<file path="config.mk">
export PLATFORM = sky130hd
export DESIGN_NAME = reg_dump_reader_flat
export DESIGN_NICKNAME = d
export VERILOG_FILES = /design/src/rtl/reg_dump_reader_if.sv /design/src/rtl/reg_dump_reader.sv /design/src/flat_wrapper.sv
export SDC_FILE = /design/constraint.sdc
export NUM_CORES = 1
export LEC_CHECK = 0
export BUFFER_PORTS_ARGS = -buffer_cell sky130_fd_sc_hd__buf_2
export CORE_MARGIN = 5
export CORE_UTILIZATION = 50
export DETAILED_ROUTE_END_ITERATION = 12
export MAX_ROUTING_LAYER = met4
export PLACE_DENSITY = 0.8
export SYNTH_ARGS = -nofsm -noshare
export SYNTH_HDL_FRONTEND = slang
export SYNTH_SLANG_ARGS = --single-unit
</file>
<file path="constraint.sdc">
create_clock -name clk -period 2 [get_ports clk]
set_input_delay 0.5 -clock clk [delete_from_list [all_inputs] [get_ports clk]]
set_output_delay 0.5 -clock clk [all_outputs]
set_load 0.02 [all_outputs]
</file>
<file path="src/rtl/reg_dump_reader_if.sv">
// Output word stream of the register-dump reader: one tagged word per
// valid/ready handshake.
interface reg_dump_reader_if #(
  parameter int AW = 5,
  parameter int DW = 32
);
  logic          out_valid;
  logic          out_ready;
  logic [AW-1:0] out_addr;
  logic [DW-1:0] out_data;
  logic          out_last;

  modport master (
    output out_valid,
    output out_addr,
    output out_data,
    output out_last,
    input  out_ready
  );

  modport slave (
    input  out_valid,
    input  out_addr,
    input  out_data,
    input  out_last,
    output out_ready
  );
endinterface

</file>
<file path="src/rtl/reg_dump_reader.sv">
// Sequential reader for the register bank. It scans a wrapping address range
// through one asynchronous read port, streams each word tagged with its
// address, and keeps an XOR checksum of the accepted words.
//
// state | meaning
// IDLE  | waiting for start; abort ignored
// FETCH | first read of the range, captures word at ptr
// SEND  | word held on the stream; each handshake captures the next word
// DONE  | one-cycle done pulse, then back to IDLE
module reg_dump_reader #(
  parameter int NREGS = 32,
  parameter int AW    = 5,
  parameter int DW    = 32
) (
  input  logic          clk,
  input  logic          reset,
  input  logic          start,
  input  logic          abort,
  input  logic [AW-1:0] first_addr,
  input  logic [AW-1:0] last_addr,
  output logic [AW-1:0] rd_addr,
  input  logic [DW-1:0] rd_data,
  reg_dump_reader_if.master out_if,
  output logic          busy,
  output logic          done,
  output logic [DW-1:0] checksum
);

  typedef enum logic [1:0] {
    IDLE  = 2'd0,
    FETCH = 2'd1,
    SEND  = 2'd2,
    DONE  = 2'd3
  } state_t;

  state_t        state;
  logic [AW-1:0] ptr;
  logic [AW-1:0] last_q;
  logic          valid_q;
  logic          last_flag_q;
  logic [AW-1:0] addr_q;
  logic [DW-1:0] data_q;
  logic [DW-1:0] cks_q;
  logic [AW-1:0] ptr_inc;
  logic          handshake;

  // Pointer advance wraps modulo the bank size.
  assign ptr_inc   = AW'((32'(ptr) + 32'd1) % NREGS);
  assign handshake = valid_q && out_if.out_ready;

  // Read port always follows the fetch pointer so its value is deterministic in every state.
  assign rd_addr          = ptr;
  assign out_if.out_valid = valid_q;
  assign out_if.out_addr  = addr_q;
  assign out_if.out_data  = data_q;
  assign out_if.out_last  = last_flag_q;
  assign busy             = (state == FETCH) || (state == SEND);
  assign done             = (state == DONE);
  assign checksum         = cks_q;

  // Dump sequencer: range latch, word capture, handshake and checksum accumulation.
  always_ff @(posedge clk) begin
    if (reset) begin
      state       <= IDLE;
      ptr         <= '0;
      last_q      <= '0;
      valid_q     <= 1'b0;
      last_flag_q <= 1'b0;
      addr_q      <= '0;
      data_q      <= '0;
      cks_q       <= '0;
    end else begin
      case (state)
        IDLE: begin
          if (start) begin
            last_q <= last_addr;
            ptr    <= first_addr;
            cks_q  <= '0;
            state  <= FETCH;
          end
        end
        FETCH: begin
          if (abort) begin
            valid_q     <= 1'b0;
            last_flag_q <= 1'b0;
            state       <= IDLE;
          end else begin
            data_q      <= rd_data;
            addr_q      <= ptr;
            last_flag_q <= (ptr == last_q);
            valid_q     <= 1'b1;
            ptr         <= ptr_inc;
            state       <= SEND;
          end
        end
        SEND: begin
          // Abort wins over a handshake in the same cycle: the word is not counted.
          if (abort) begin
            valid_q     <= 1'b0;
            last_flag_q <= 1'b0;
            state       <= IDLE;
          end else if (handshake) begin
            cks_q <= cks_q ^ data_q;
            if (last_flag_q) begin
              valid_q <= 1'b0;
              state   <= DONE;
            end else begin
              data_q      <= rd_data;
              addr_q      <= ptr;
              last_flag_q <= (ptr == last_q);
              ptr         <= ptr_inc;
            end
          end
        end
        DONE: begin
          if (abort) begin
            valid_q     <= 1'b0;
            last_flag_q <= 1'b0;
          end
          state <= IDLE;
        end
        default: state <= IDLE;
      endcase
    end
  end

endmodule

</file>
<file path="src/flat_wrapper.sv">
// flat-port wrapper written by rule: the top's interface ports become plain ports
module reg_dump_reader_flat 
#(
  parameter int NREGS = 32,
  parameter int AW    = 5,
  parameter int DW    = 32
)
  (clk, reset, start, abort, first_addr, last_addr, rd_addr, rd_data, busy, done, checksum, out_if_out_valid, out_if_out_addr, out_if_out_data, out_if_out_last, out_if_out_ready);
  reg_dump_reader_if #(.AW(AW), .DW(DW)) out_if_i ();
  input  logic clk;
  input  logic reset;
  input  logic start;
  input  logic abort;
  input  logic [AW-1:0] first_addr;
  input  logic [AW-1:0] last_addr;
  output logic [AW-1:0] rd_addr;
  input  logic [DW-1:0] rd_data;
  output logic busy;
  output logic done;
  output logic [DW-1:0] checksum;
  output wire logic [$bits(out_if_i.out_valid)-1:0] out_if_out_valid;
  output wire logic [$bits(out_if_i.out_addr)-1:0] out_if_out_addr;
  output wire logic [$bits(out_if_i.out_data)-1:0] out_if_out_data;
  output wire logic [$bits(out_if_i.out_last)-1:0] out_if_out_last;
  input wire logic [$bits(out_if_i.out_ready)-1:0] out_if_out_ready;
  assign out_if_out_valid = out_if_i.out_valid;
  assign out_if_out_addr = out_if_i.out_addr;
  assign out_if_out_data = out_if_i.out_data;
  assign out_if_out_last = out_if_i.out_last;
  assign out_if_i.out_ready = out_if_out_ready;
  reg_dump_reader #(.NREGS(NREGS), .AW(AW), .DW(DW)) u_core (.clk(clk), .reset(reset), .start(start), .abort(abort), .first_addr(first_addr), .last_addr(last_addr), .rd_addr(rd_addr), .rd_data(rd_data), .out_if(out_if_i), .busy(busy), .done(done), .checksum(checksum));
endmodule
</file>
==> results.md, run 1 <==
* Outcome: finished, final reports clean
* VDD IR max at between 0.4 and 0.5 mV
* Proportion of synthesized area in mux cells at less than 1%
* Fin crit share at between 90 and 100%
* Final Critical Period at 1.925 ns
* Crit Path Max Fanout at 11
* GR Util All Layers at a little over a fifth
* Final Setup Violations at 0
* Pre-antenna DRT Iters at 5
* Synth Flop Type: dfxtp_1
* WP data arrival at between 1 and 1.5 ns
* Post-DR wirelength/cell at 14.68 µm
* Avg Cell Area, Syn at 8.533 µm²
* Crit end category: output pin
* CTS H-tree depth at 3
* Leak Pwr at just under 2 nW
* Share of layout cells above drive strength 1 at between 30% and 40%
* GRT overflow at 0
* Clk sinks at between 80 and 90
* Seq cells post-synth at slightly above 80
* I/O pin cnt at 125
* Largest family of logic cells by synthesized area: simple AND/OR/NAND/NOR gates
* Hold buffers post-CTS at 0
* Synth-to-layout area growth at 26.89%
* Die X at 94.26 µm
* Row count at 30
* Synth Area in Simple Gates at between 10% and 20%
* Antenna Nets Post-Route at 0
* First-pass GRT wire length at between 15000 and 20000 µm
* Synthesized cell area at about 3500 µm²
* Synthesized-area fraction occupied by adder cells at between 2 and 2.5%
* Bufs on Longest Clock Path at 2
* Syn_nets at about 470
* Worst Setup Start Kind: register
* Power, Total at ~3.6 mW
* TritonCTS clock tree: done
* Nets@finish at ~590
* Yosys warns at 0
* Synth Area in Compound Gates at between 15 and 20%
* Register area share after synthesis at between 40 and 50%
* Highest clock rate at between 0.5 and 0.6 GHz
* Drt via density at between 5 and 6
* Final wirelength at around 9300 µm
* TritonCTS Buffers at 9
* DR vias at between 3000 and 4000
* Clock skew at about 0.008 ns
* XOR/XNOR Fraction of Synth Area at 9.129%
* Root Buffer: clkbuf_8
* Max-cap viol count at 0
* Vias in the first global route at 3233
* Area contributors post-synth: dfxtp_1 (47%), nand2_1 (9.0%), xor2_1 (8.9%), o211ai_1 (6.8%), a21oi_1 (6.3%)
* Diode count at 0
* DRC violation count after routing at 0
* 1st-iter DRT viols at 67
* Clock Latency Late Sink at 0.33 ns
* Initial antenna violation count at 0
* Initial core utilization at between 50% and 60%
* CP Cell Sequence: inv_1 -> ha_4 -> buf_2
* CP max stage delay at 0.40 ns
* Clock transition at path regs at around 0.090 ns
* Core box area at between 6000 and 7000 µm²
* HPWL after DPL at 6814 µm
* Share of the synthesized area in the top cell type at 46.81%
* Pwr Density at 807.6 nW/µm²
* Slowest stage cell on the critical path: dfxtp_1
* Fillers at 601
* HP Class: input port to register
* RSZ-0062 raised after global routing: no
* Pin count of the biggest net entering global routing at 33
* Post-synth cell types at 39
* Port Buffer Count at about 120
* EDFF count, synth at 0
* Setup TNS at 0 ns
* Area leader, netlist: dfxtp_1
* Synth async-reset ratio at 0%
* Die footprint at approximately 8900 µm²
* Setup CP Type: register to output pin
* WP data required at about 1.5 ns
* Relative slew slack at about 72%
* Syn Inst Count at around 420
* Final Max Slew Viols at 0
* Final hold vios at 0
* Worst slew pin tran at around 0.42 ns
* GP Congestion at 0.8292
* DIE HEIGHT at about 94 µm
## metrics by stage
step | std cells | hold slack (ns) | worst slack (ns) | utilization, % | cell area [µm²]
after detailed placement | 620 | 0.4531 | 0.07652 | 62.35 | 4283
after CTS | 636 | 0.3810 | 0.02153 | 65.14 | 4474
after global routing | 637 | 0.3809 | 0.004958 | 65.57 | 4504
final | 637 | 0.3925 | 0.07531 | 65.57 | 4504
after floorplan | 416 | 0.4478 | 0.2785 | - | 3550
after global placement | 620 | 0.4426 | 0.2162 | 62.35 | 4283
## cells in the final DEF (no fill, tap or decap), types with 2 or more instances in the layout
cell type and instances:
mux2i_1 3, a311o_1 4, buf_12 2, xor2_1 36, buf_4 13, nor3_1 3
clkbuf_8 10, a21oi_1 45, nand2b_1 3, buf_6 2, dfxtp_1 83, nand3_1 9
nor2_1 40, nand2_1 85, o31ai_1 3, o211ai_1 32, inv_1 7, clkinvlp_4 2
o221a_2 2, buf_2 124, nor2b_1 3, ha_1 4, nor4_1 2
## timing repair
item,CTS,global route
endpoints found under the setup margin,1,51
setup buffers,0,1
resized for setup,2,3
pin swaps,0,1
## area by class of cell
type / count / area (µm²) / area share, %
inverters: 7 / 26.28 / 0.5833
clock buffers: 11 / 141.4 / 3.139
well taps: 96 / 120.1 / 2.667
flip-flops and latches: 83 / 1662 / 36.89
repair buffers: 141 / 780.7 / 17.33
multi-input cells: 294 / 1737 / 38.56
clock inverters: 5 / 37.54 / 0.8333
## registers in the layout (all words and copies together), names as in the netlist
register	flops
u_core.checksum	32
u_core.out_if.out_last	1
u_core.out_if.out_addr	5
u_core.rd_addr	5
u_core.state	2
u_core.out_if.out_valid	1
u_core.out_if.out_data	32
u_core.last_q	5
## where the power goes
group	switching (mW)	internal, mW
clock network	0.600	0.490
logic	0.443	0.284
registers	0.0859	1.73
## cells by family after synthesis
kind of cell / Yosys count
AO/OA/AOI/OAI: 97
adder cells (fa/ha/maj): 6
buffers and inverters: 39
multiplexers: 3
AND/OR/NAND/NOR: 151
flip-flops: 83
XOR/XNOR: 37
## synth_stat cells (2+ instances only)
cell      number
nand2b_1       3
buf_2         18
o221a_2        2
a311o_1        4
xor2_1        36
nor2b_1        3
o21ai_1        2
nand2_1       85
o31ai_1        3
ha_1           6
nor4_1         2
a21oi_1       45
nor2_1        40
clkbuf_1      11
mux2i_1        3
inv_1          7
dfxtp_1       83
nand3_1        9
o211ai_1      32
nor3_1         3
## routing by layer
| layer | global-route usage (%) | part of all wire, % |
|---|---|---|
| met1 | 26.82 | 43 |
| met2 | 36.88 | 51 |
| met5 | - | 0 |
| met3 | 4.247 | 6.1 |
| met4 | 5.897 | 0.37 |
## worst max-delay path, delay by kind of cell (launching register included)
family	cells	cell delay, ns
buffers and inverters	2	0.32
flip-flops	1	0.40
adder cells (fa/ha/maj)	1	0.36
## final timing paths
check                            start                          to  slack [ns]  cells past startpoint
min                        rd_data[14]  u_core.out_if.out_data[14]        0.39                      3
max reg2reg            u_core.state[0]           u_core.rd_addr[0]        0.12                      7
min reg2reg  u_core.out_if.out_addr[0]   u_core.out_if.out_addr[0]        0.47                      2
max                    u_core.state[0]                        busy        0.08                      3
Power figures use the tool's default switching activity.
==> inputs of run 2 (changes only) <==
CELL_PAD_IN_SITES_DETAIL_PLACEMENT = 1   (was default)
CELL_PAD_IN_SITES_GLOBAL_PLACEMENT = 1   (was default)
CORE_UTILIZATION = 36   (was 50)
PLACE_DENSITY = default   (was 0.8)
PLACE_DENSITY_LB_ADDON = 0.1   (was default)
==> results.md, run 2 (synthesis results as in run 1) <==
* Share of layout cells above drive strength 1 at 31.05% (+0.37 points)
* Switching pwr at 1.149 mW (+1.8%)
* DRC violation count after routing at 0 (unchanged)
* Combinational power share at 18.6% (-1.4 points)
* WP data required at 1.50 ns (about the same)
* Switching Share at 29.83% (-1.2 points)
* Nets@finish at 589 (unchanged)
* Highest clock rate at 0.5314 GHz (+2.3%)
* WP data arrival at 1.38 ns (-0.04 ns)
* Final Max Slew Viols at 0 (unchanged)
* Outcome: finished, final reports clean
* Fin crit share at 94.09% (-2.1 points)
* Pwr Density at 844.1 nW/µm² (+4.5%)
* Clock network power share at 34.2% (+4.2 points)
* Die X at 109.3 µm (+16%)
* DIE HEIGHT at 109.3 µm (+16%)
* Drt via density at 4.834 (-8.1%)
* Clock Latency Late Sink at 0.35 ns (+0.02 ns)
* HPWL after DPL at 7753 µm (+14%)
* DR vias at 3258 (-2.7%)
* Slowest stage cell on the critical path: dfxtp_1
* Commonest cells after routing, fill and taps aside: buf_2 (124), nand2_1 (85), dfxtp_1 (83)
* Initial core utilization at 36.65% (-15 points)
* Final Critical Period at 1.882 ns (-0.04298 ns)
* Row count at 36 (+20%)
* GRT overflow at 0 (unchanged)
* Clock skew at 0.007281 ns (-0.0006097 ns)
* Bufs on Longest Clock Path at 2 (unchanged)
* VDD IR max at 0.3189 mV (-28%)
* P_int at 2.704 mW (+7.8%)
* Die footprint at 11950 µm² (+34%)
* Crit Path Max Fanout at 6 (-5)
* Buf/Inv on CP at 2 (unchanged)
* Worst slew pin tran at 0.5912 ns (+0.1742 ns)
* Crit end category: output pin
* Leak Pwr at 1.986 nW (+0.70%)
* Pin count of the biggest net entering global routing at 30 (-9.1%)
* Post-DR wirelength/cell at 15.53 µm (+5.8%)
* Port Buffer Count at 124 (unchanged)
* Setup TNS at 0 ns (unchanged)
* Crit-path leading delay family: flip-flops
* Relative slew slack at 60.32% (-12 points)
* FF-to-FF path depth at 6 (-1)
* Sequential power share at 47.2% (-2.8 points)
* CTS H-tree depth at 3 (unchanged)
* Core box area at 9684 µm² (+41%)
* GR Util All Layers at 18.33% (-3.6 points)
* TritonCTS Buffers at 9 (unchanged)
* CP Cell Sequence: inv_1 -> ha_4 -> buf_2
* Hold buffers post-CTS at 0 (unchanged)
* First-pass GRT wire length at 16650 µm (+8.2%)
* Setup CP Type: register to output pin
* Diode count at 0 (unchanged)
* GP Congestion at 0.8072 (-2.7%)
* Synth-to-layout area growth at 28.59%
* Clk sinks at 83 (unchanged)
* Initial antenna violation count at 0 (unchanged)
* Vias in the first global route at 3366 (+4.1%)
* TritonCTS clock tree: done
* 1st-iter DRT viols at 105 (+57%)
* HP Class: input port to register
* Levels on crit path at 3 (unchanged)
* Max-cap viol count at 0 (unchanged)
* Final Setup Violations at 0 (unchanged)
* Root Buffer: clkbuf_8
* Most common cell after layout, fill and taps aside: buf_2
* Pre-antenna DRT Iters at 4 (-1)
* Fin util at 47.13% (-18 points)
* Hold path depth at 3 (unchanged)
* Final hold vios at 0 (unchanged)
* Clock transition at path regs at 0.09 ns (about the same)
* I/O pin cnt at 125 (unchanged)
* Antenna Nets Post-Route at 0 (unchanged)
* Final wirelength at 10470 µm (+12%)
* CP max stage delay at 0.39 ns (about the same)
* Worst Setup Start Kind: register
[run 2: changes by cell type in the layout (fill, tap and decap cells not counted)]
cell        previous run  this run
ha_2                   1         2
ha_1                   4         3
buf_4                 13        15
clkbuf_8              10         9
clkbuf_1               1         0
clkinv_2               1         3
clkinvlp_4             2         1
buf_12                 2         0
clkinv_4               1         0
bufinv_16              0         2
[run 2: final timing paths]
path,end,slack (ns),start
worst max-delay path,busy,0.12,u_core.state[1]
worst max register to register,u_core.rd_addr[4],0.15,u_core.state[0]
worst min-delay path,u_core.out_if.out_data[12],0.38,rd_data[12]
worst min register to register,u_core.out_if.out_addr[4],0.47,u_core.out_if.out_addr[4]
[run 2: what timing repair did]
action,4_1_cts,5_1_grt
setup buffers,0,0
setup endpoints to repair,1,55
resized for setup,1,5
[run 2: final cells by class]
type | count | area (µm²)
Fill cell | 1203 | 5120
Clock buffer | 9 | 123.9
Tap cell | 133 | 166.4
Sequential cell | 83 | 1662
Inverter | 7 | 26.28
Multi-Input combinational cell | 294 | 1739
Clock inverter | 7 | 91.34
Timing Repair Buffer | 141 | 755.7
[run 2: power groups by stage]
stage                     Clock (mW)  Sequential [mW]  Combinational (mW)
after floorplan                    0             1.93               0.376
after global placement             0             1.86               0.698
after detailed placement           0             1.86               0.715
after CTS                       1.37             1.82               0.719
after global routing            1.44             1.83               0.789
final                           1.32             1.82               0.715
[run 2: stage by stage]
stage | hold WS [ns] | total power [mW] | setup WS (ns) | instances | instance area [µm²]
after floorplan | 0.4478 | 2.302 | 0.2785 | 416 | 3550
after global placement | 0.4448 | 2.558 | 0.1720 | 658 | 4324
after detailed placement | 0.4564 | 2.576 | 0.05611 | 658 | 4324
after CTS | 0.3635 | 3.907 | 0.02583 | 674 | 4542
after global routing | 0.3623 | 4.063 | -0.008573 | 674 | 4564
final | 0.3806 | 3.853 | 0.1183 | 674 | 4564
[run 2: routing by layer]
metal	share of wire (%)	up-vias	track usage, %
li1	-	1640	-
met1	44	1533	22.19
met2	50	72	31.10
met3	4.7	13	3.288
met4	1.1	0	5.877
met5	0	-	-
[run 2: worst register-to-register path: cells and delay by family (launching register included)]
kind	cells	cell delay, ns
fa+ha+maj	1	0.27
compound gates	2	0.56
simple gates	2	0.39
flops	1	0.39
buf+inv	1	0.13
